`src/rtl/id_hazard_stall_ctrl_if.sv`:
```
// ID-stage hazard controller bus: hazard-detection inputs from the pipeline and
// the PC / IF/ID / ID/EX controls plus status and performance outputs.
interface id_hazard_stall_ctrl_if #(
  parameter int unsigned CNT_W = 16
);
  logic             id_valid;
  logic [4:0]       rs_id;
  logic [4:0]       rt_id;
  logic             uses_rs_id;
  logic             uses_rt_id;
  logic             branch_id;
  logic             branch_taken_id;
  logic [4:0]       rd_ex;
  logic             reg_write_ex;
  logic             mem_read_ex;
  logic [4:0]       rd_ex_m;
  logic             mem_read_ex_m;
  logic             mem_stall;
  logic             pc_write;
  logic             if_id_write;
  logic             if_id_flush;
  logic             id_ex_bubble;
  logic [1:0]       hz_state;
  logic             stall_err;
  logic [CNT_W-1:0] stall_cycles;
  logic [CNT_W-1:0] flush_count;

  // Pipeline side: supplies hazard inputs, consumes the controls.
  modport master (
    output id_valid, rs_id, rt_id, uses_rs_id, uses_rt_id, branch_id, branch_taken_id,
    output rd_ex, reg_write_ex, mem_read_ex, rd_ex_m, mem_read_ex_m, mem_stall,
    input  pc_write, if_id_write, if_id_flush, id_ex_bubble, hz_state, stall_err,
    input  stall_cycles, flush_count
  );

  // Controller side.
  modport slave (
    input  id_valid, rs_id, rt_id, uses_rs_id, uses_rt_id, branch_id, branch_taken_id,
    input  rd_ex, reg_write_ex, mem_read_ex, rd_ex_m, mem_read_ex_m, mem_stall,
    output pc_write, if_id_write, if_id_flush, id_ex_bubble, hz_state, stall_err,
    output stall_cycles, flush_count
  );
endinterface

```
`src/rtl/id_hazard_stall_ctrl.sv`:
```
// ID-stage stall/flush controller. Detects hazards that ID forwarding cannot
// cover (load-use, branch operand in EX, branch operand loaded in MEM), drives
// PC / IF/ID / ID/EX controls, tracks the stall episode and a consecutive-stall
// watchdog. Define HAZARD_PERF_EN to build the stall/flush performance counters.
module id_hazard_stall_ctrl #(
  parameter int unsigned MAX_STALL = 2,
  parameter int unsigned CNT_W     = 16
) (
  input logic                  clk,
  input logic                  rst_n,
  id_hazard_stall_ctrl_if.slave bus
);

  localparam logic [1:0] StRun      = 2'd0;
  localparam logic [1:0] StStallEx  = 2'd1;
  localparam logic [1:0] StStallMem = 2'd2;

  // Wide enough to hold the saturation value MAX_STALL+1.
  localparam int unsigned   RunW   = $clog2(MAX_STALL + 2);
  localparam logic [RunW-1:0] RunSat = RunW'(MAX_STALL + 1);
  localparam logic [RunW-1:0] RunLim = RunW'(MAX_STALL);

  logic            rs_ex, rt_ex, rs_m, rt_m;
  logic            hz_ex, hz_m, hazard, flush;
  logic [1:0]      state_q, state_d;
  logic [RunW-1:0] run_cnt_q, run_cnt_d;
  logic            err_q, err_d;

  // Hazard detection and same-cycle pipeline controls.
  always_comb begin
    rs_ex  = bus.id_valid && bus.uses_rs_id && (bus.rs_id == bus.rd_ex) && (bus.rd_ex != 5'd0);
    rt_ex  = bus.id_valid && bus.uses_rt_id && (bus.rt_id == bus.rd_ex) && (bus.rd_ex != 5'd0);
    rs_m   = bus.id_valid && bus.uses_rs_id && (bus.rs_id == bus.rd_ex_m) &&
             (bus.rd_ex_m != 5'd0);
    rt_m   = bus.id_valid && bus.uses_rt_id && (bus.rt_id == bus.rd_ex_m) &&
             (bus.rd_ex_m != 5'd0);
    hz_ex  = (rs_ex || rt_ex) && (bus.mem_read_ex || (bus.branch_id && bus.reg_write_ex));
    hz_m   = bus.branch_id && bus.mem_read_ex_m && (rs_m || rt_m);
    hazard = hz_ex || hz_m;
    flush  = bus.id_valid && bus.branch_taken_id && !hazard && !bus.mem_stall;
  end

  assign bus.pc_write     = !(hazard || bus.mem_stall);
  assign bus.if_id_write  = !(hazard || bus.mem_stall);
  assign bus.id_ex_bubble = hazard && !bus.mem_stall;
  assign bus.if_id_flush  = flush;
  assign bus.hz_state     = state_q;
  assign bus.stall_err    = err_q;

  // Next state, consecutive-stall count and watchdog; everything holds while frozen.
  always_comb begin
    state_d   = state_q;
    run_cnt_d = run_cnt_q;
    err_d     = err_q;
    if (!bus.mem_stall) begin
      if (hz_ex) begin
        state_d = StStallEx;
      end else if (hz_m) begin
        state_d = StStallMem;
      end else begin
        state_d = StRun;
      end
      if (hazard) begin
        run_cnt_d = (run_cnt_q == RunSat) ? RunSat : run_cnt_q + 1'b1;
        if (run_cnt_q >= RunLim) begin
          err_d = 1'b1;
        end
      end else begin
        run_cnt_d = '0;
      end
    end
  end

  // State registers with synchronous reset.
  always_ff @(posedge clk) begin
    if (!rst_n) begin
      state_q   <= StRun;
      run_cnt_q <= '0;
      err_q     <= 1'b0;
    end else begin
      state_q   <= state_d;
      run_cnt_q <= run_cnt_d;
      err_q     <= err_d;
    end
  end

`ifdef HAZARD_PERF_EN
  logic [CNT_W-1:0] stall_cycles_q, flush_count_q;

  // Free-running wrap-around event counters.
  always_ff @(posedge clk) begin
    if (!rst_n) begin
      stall_cycles_q <= '0;
      flush_count_q  <= '0;
    end else begin
      if (bus.id_ex_bubble) stall_cycles_q <= stall_cycles_q + 1'b1;
      if (flush)            flush_count_q  <= flush_count_q + 1'b1;
    end
  end

  assign bus.stall_cycles = stall_cycles_q;
  assign bus.flush_count  = flush_count_q;
`else
  assign bus.stall_cycles = {CNT_W{1'b0}};
  assign bus.flush_count  = {CNT_W{1'b0}};
`endif

endmodule

```
`src/flat_wrapper.sv`:
```
// flat-port wrapper written by rule: the top's interface ports become plain ports
module id_hazard_stall_ctrl_flat 
#(
  parameter int unsigned MAX_STALL = 2,
  parameter int unsigned CNT_W     = 16
)
  (clk, rst_n, bus_id_valid, bus_rs_id, bus_rt_id, bus_uses_rs_id, bus_uses_rt_id, bus_branch_id, bus_branch_taken_id, bus_rd_ex, bus_reg_write_ex, bus_mem_read_ex, bus_rd_ex_m, bus_mem_read_ex_m, bus_mem_stall, bus_pc_write, bus_if_id_write, bus_if_id_flush, bus_id_ex_bubble, bus_hz_state, bus_stall_err, bus_stall_cycles, bus_flush_count);
  id_hazard_stall_ctrl_if #(.CNT_W(CNT_W)) bus_i ();
  input logic clk;
  input logic rst_n;
  input wire logic [$bits(bus_i.id_valid)-1:0] bus_id_valid;
  input wire logic [$bits(bus_i.rs_id)-1:0] bus_rs_id;
  input wire logic [$bits(bus_i.rt_id)-1:0] bus_rt_id;
  input wire logic [$bits(bus_i.uses_rs_id)-1:0] bus_uses_rs_id;
  input wire logic [$bits(bus_i.uses_rt_id)-1:0] bus_uses_rt_id;
  input wire logic [$bits(bus_i.branch_id)-1:0] bus_branch_id;
  input wire logic [$bits(bus_i.branch_taken_id)-1:0] bus_branch_taken_id;
  input wire logic [$bits(bus_i.rd_ex)-1:0] bus_rd_ex;
  input wire logic [$bits(bus_i.reg_write_ex)-1:0] bus_reg_write_ex;
  input wire logic [$bits(bus_i.mem_read_ex)-1:0] bus_mem_read_ex;
  input wire logic [$bits(bus_i.rd_ex_m)-1:0] bus_rd_ex_m;
  input wire logic [$bits(bus_i.mem_read_ex_m)-1:0] bus_mem_read_ex_m;
  input wire logic [$bits(bus_i.mem_stall)-1:0] bus_mem_stall;
  output wire logic [$bits(bus_i.pc_write)-1:0] bus_pc_write;
  output wire logic [$bits(bus_i.if_id_write)-1:0] bus_if_id_write;
  output wire logic [$bits(bus_i.if_id_flush)-1:0] bus_if_id_flush;
  output wire logic [$bits(bus_i.id_ex_bubble)-1:0] bus_id_ex_bubble;
  output wire logic [$bits(bus_i.hz_state)-1:0] bus_hz_state;
  output wire logic [$bits(bus_i.stall_err)-1:0] bus_stall_err;
  output wire logic [$bits(bus_i.stall_cycles)-1:0] bus_stall_cycles;
  output wire logic [$bits(bus_i.flush_count)-1:0] bus_flush_count;
  assign bus_i.id_valid = bus_id_valid;
  assign bus_i.rs_id = bus_rs_id;
  assign bus_i.rt_id = bus_rt_id;
  assign bus_i.uses_rs_id = bus_uses_rs_id;
  assign bus_i.uses_rt_id = bus_uses_rt_id;
  assign bus_i.branch_id = bus_branch_id;
  assign bus_i.branch_taken_id = bus_branch_taken_id;
  assign bus_i.rd_ex = bus_rd_ex;
  assign bus_i.reg_write_ex = bus_reg_write_ex;
  assign bus_i.mem_read_ex = bus_mem_read_ex;
  assign bus_i.rd_ex_m = bus_rd_ex_m;
  assign bus_i.mem_read_ex_m = bus_mem_read_ex_m;
  assign bus_i.mem_stall = bus_mem_stall;
  assign bus_pc_write = bus_i.pc_write;
  assign bus_if_id_write = bus_i.if_id_write;
  assign bus_if_id_flush = bus_i.if_id_flush;
  assign bus_id_ex_bubble = bus_i.id_ex_bubble;
  assign bus_hz_state = bus_i.hz_state;
  assign bus_stall_err = bus_i.stall_err;
  assign bus_stall_cycles = bus_i.stall_cycles;
  assign bus_flush_count = bus_i.flush_count;
  id_hazard_stall_ctrl #(.MAX_STALL(MAX_STALL), .CNT_W(CNT_W)) u_core (.clk(clk), .rst_n(rst_n), .bus(bus_i));
endmodule
```
`config.mk`:
```
export PLATFORM = sky130hd
export DESIGN_NAME = id_hazard_stall_ctrl_flat
export DESIGN_NICKNAME = d
export VERILOG_FILES = /design/src/rtl/id_hazard_stall_ctrl_if.sv /design/src/rtl/id_hazard_stall_ctrl.sv /design/src/flat_wrapper.sv
export SDC_FILE = /design/constraint.sdc
export NUM_CORES = 1
export LEC_CHECK = 0
export CORE_ASPECT_RATIO = 1.75
export CORE_MARGIN = 2
export CORE_UTILIZATION = 31
export CTS_CLUSTER_DIAMETER = 60
export DETAILED_ROUTE_END_ITERATION = 10
export PLACE_DENSITY = 0.86
export RECOVER_POWER = 25
export REMOVE_ABC_BUFFERS = 1
export SLEW_MARGIN = 20
export SYNTH_ARGS = -nofsm -noshare
export SYNTH_HDL_FRONTEND = slang
export SYNTH_SLANG_ARGS = --single-unit
```
`constraint.sdc`:
```
create_clock -name clk -period 1.8 [get_ports clk]
set_input_delay 0.36 -clock clk [delete_from_list [all_inputs] [get_ports clk]]
set_output_delay 0.36 -clock clk [all_outputs]
set_load 0.005 [all_outputs]
```
==> key figures, run 1 <==
Layout
  – Area of the multi-input gates: 694 µm²
  – Final Cell Area: 1280 µm²
  – Synth-to-Final Area Change: 66.2%
  – Layout cells sized above 1: 44.4%
  – Seq. cell area: about 100 µm²
  – Layout Nets: between 150 and 200
  – Fillers: ~250
  – Final Util: 52.8%
  – Non-Filler Instances: 170
  – # diodes: 0

Routing
  – Routed len/inst: 13.8 µm
  – Routed Antenna Nets: 0
  – Final wirelength: 2.34 mm
  – TritonRoute pass-1 iters: 2
  – Drt initial violations: 14
  – Vias per inst: 4.51
  – DR DRC count: 0
  – Via Count: 766

Worst setup path
  – Reg2reg end: u_core.run_cnt_q[0]
  – R2R Setup Slk: just over 0.9 ns
  – CP Class: input pin to primary output
  – Delay-heaviest family, CP: simple AND/OR/NAND/NOR gates
  – CP startpoint kind: input pin
  – CP Depth: 8
  – Crit path top cell by count: buf_2
  – Critical Path RT: 1.44 ns
  – Crit path cell chain: buf_2 > xnor2_2 > nand4_1 > nor3_2 > o21a_1 > nand2b_4 > nor2b_4 > buf_2
  – Reg2reg start: u_core.run_cnt_q[0]
  – CP max FO: 4
  – Crit path DAT: 1.51 ns
  – Crit path to: bus_id_ex_bubble
  – R2r worst-path depth: 3
  – Crit. Startpoint: bus_rd_ex[3]
  – Crit. End Element: primary output
  – Max stage delay on crit path: approximately 0.20 ns
  – Worst path bufs/invs: 2
  – Slowest CP cell: nor3_2

Clock network
  – Clk sink count: 5
  – Hold-fix buffers, CTS: 0
  – Clock root buffer: clkbuf_8
  – Worst skew pair latency: ~0.22 ns
  – CTS Buffer Depth: 2
  – CTS tree: built
  – Clock H-tree levels: 1
  – CTS clk-pin slew, worst paths: 0.03 ns
  – Num CTS Buffers: 3

Floorplan
  – Cell Rows: 24
  – I/O Pins: 70
  – Die X: 41.8 µm
  – Initial core utilization: 31.8%
  – Die ar.: slightly below 3000 µm²
  – Core ar.: around 2400 µm²
  – Die Height: roughly 70 µm

Yosys
  – Mapped Avg Cell Area: ~8.1 µm²
  – Yosys warnings: 0
  – Largest cells by area after synthesis: buf_4 32%, xnor2_1 18%, dfxtp_1 13%, xor2_1 4.5%, nand4_1 3.2%
  – Yosys cell types: 24
  – Cells after synthesis: 96
  – Mapped cell area: 773 µm²
  – Seq/Total Area, Yosys: 12.9%
  – Synth top area share: 32.0%
  – Seq cells post-synth: 5
  – Leading area contributor after synthesis: buf_4

Global routing
  – Grt ovf: 0
  – Total GRT Usage: 16.7%
  – Initial antenna violation count: 0
  – First-pass GRT wire length: 3.73 mm
  – Largest net degree at the start of global routing: 9
  – Vias in the first global route: 839

Min path
  – Hold path start: u_core.bus.stall_err
  – Worst min path class: flop to flop

Timing
  – Worst Setup Slack, final: -0.0696 ns
  – Fmax: 535 MHz
  – Hold Vio Cnt, Final: 0
  – Worst Clk Skew: 0.00229 ns
  – Setup repair after global routing missed its margin: yes
  – Minimum clock period: 1.87 ns
  – Final setup vio count: 4
  – Max Transition Viols Final: 0
  – Fin crit share: 104%

Flow run
  – Maxcap violations: 0

Power
  – Clock network power share: 38.2%
  – Logic gate share of total power: 41.1%
  – Sw frac: 28.7%
  – Seq pwr share: ~21%
  – Switch Pwr: 0.155 mW
  – Cell Int Power: 0.386 mW
  – Power Total: 0.542 mW
  – PwrDens: around 420 nW/µm²
  – Leakage power: 0.613 nW
  – Maximum vdd ir drop: 495 µV

Place
  – HPWL Detailed: 1.73 mm
  – Cell Count Post-Placement: 164
  – GPL Wtd Cong: 0.937
  – IO buf count: 37
  – Post-place instance area: 1100 µm²

Status
  – Status: finished with violations
  – Failing checks: setup timing
logic make-up after synthesis:
kind of cell,Yosys count,synth area share [%]
xor gates and xnor gates,20,22.7
muxes,1,1.29
AOI/OAI and AO/OA,8,9.06
buffers and inverters,34,32.7
other,1,0.485
and+or+nand+nor,27,20.9
DFF,5,12.9
per-layer routing:
layer,routed length [µm],track usage [%],share of wire (%)
met1,613,12.8,26
met2,1450,36.1,62
met3,212,3.62,9.1
met4,59,6.81,2.5
met5,0,0,0
worst min-delay path by stage:
stage,to,cells after the start,slack [ns]
after floorplan,u_core.bus.stall_err,1,0.47
after CTS,u_core.bus.stall_err,1,0.51
after global routing,u_core.bus.stall_err,1,0.51
after detailed placement,u_core.bus.stall_err,1,0.49
final,u_core.bus.stall_err,1,0.52
after global placement,u_core.bus.stall_err,1,0.48
sequential cells by signal, indices dropped and copies added, names as in the netlist:
signal and flops:
u_core.bus.stall_err 1, u_core.run_cnt_q 2, u_core.bus.hz_state 2
cell type report:
cell class / count / share of cell area (%)
tap: 26 / 2.53
timing repair buffer: 47 / 32.1
sequential: 5 / 7.79
clock buffer: 4 / 3.51
multi-input combinational: 88 / 54.0
cells in the final DEF (no fill, tap or decap), types with 2 or more instances in the layout:
cell type / n
conb_1: 32
xnor2_2: 12
buf_6: 11
buf_2: 11
buf_4: 10
nor3_2: 5
dlygate4sd2_1: 5
clkdlybuf4s50_1: 5
dfxtp_1: 5
nand4_1: 4
xnor2_1: 3
nand2_1: 3
nor2b_1: 3
clkbuf_8: 3
nand2_2: 2
xor2_1: 2
xor2_2: 2
nor2_1: 2
nor3_1: 2
dlygate4sd3_1: 2
stage by stage:
step / hold slack, ns / worst slack (ns) / TNS [ns]
2_1_floorplan: 0.474 / 0.212 / 0
3_3_place_gp: 0.476 / -0.870 / -4.38
3_5_place_dp: 0.495 / -0.913 / -4.52
4_1_cts: 0.512 / -0.0137 / -0.0137
5_1_grt: 0.514 / -0.186 / -0.516
6_report: 0.516 / -0.0696 / -0.0761
worst reg2reg max path: cells and delay by family, from the launching register on:
kind | cells | cell delay, ns
simple gates | 2 | 0.20
flops | 1 | 0.35
compound gates | 1 | 0.21
synth_stat cells, drive strengths merged:
cell,instances
and3b,1
nand2,5
o21a,1
and2,1
mux2i,1
xor2,4
o31ai,1
o221a,1
nor3b,1
xnor2,16
nand4,4
a22o,1
a21oi,2
nor3,7
o2111ai,1
nor2,3
nor2b,4
buf,34
dfxtp,5
nand2b,1
a32o,1
conb,1
repair_timing:
item / 4_1_cts / 5_1_grt
setup endpoints to repair: 8 / 4
pin swaps: 26 / 7
resized for setup: 144 / 14
setup buffers: 2 / 0
power by group through the flow:
stage | registers (mW) | clock network (mW) | logic [mW]
after floorplan | 0.114 | 0 | 0.0687
after global placement | 0.114 | 0 | 0.179
after detailed placement | 0.114 | 0 | 0.183
after CTS | 0.112 | 0.209 | 0.205
after global routing | 0.112 | 0.214 | 0.241
final | 0.112 | 0.207 | 0.223
No activity file was read; power rests on OpenSTA's default activity.
==> run 2: changes to the inputs <==
--- a/config.mk
+++ b/config.mk
@@ -9,6 +9,7 @@
 export CORE_MARGIN = 2
 export CORE_UTILIZATION = 31
 export CTS_CLUSTER_DIAMETER = 60
+export CTS_CLUSTER_SIZE = 24
 export DETAILED_ROUTE_END_ITERATION = 10
 export PLACE_DENSITY = 0.86
 export RECOVER_POWER = 25
==> results of run 2 <==
Final layout, timing and power as in run 1 (identical DEF).
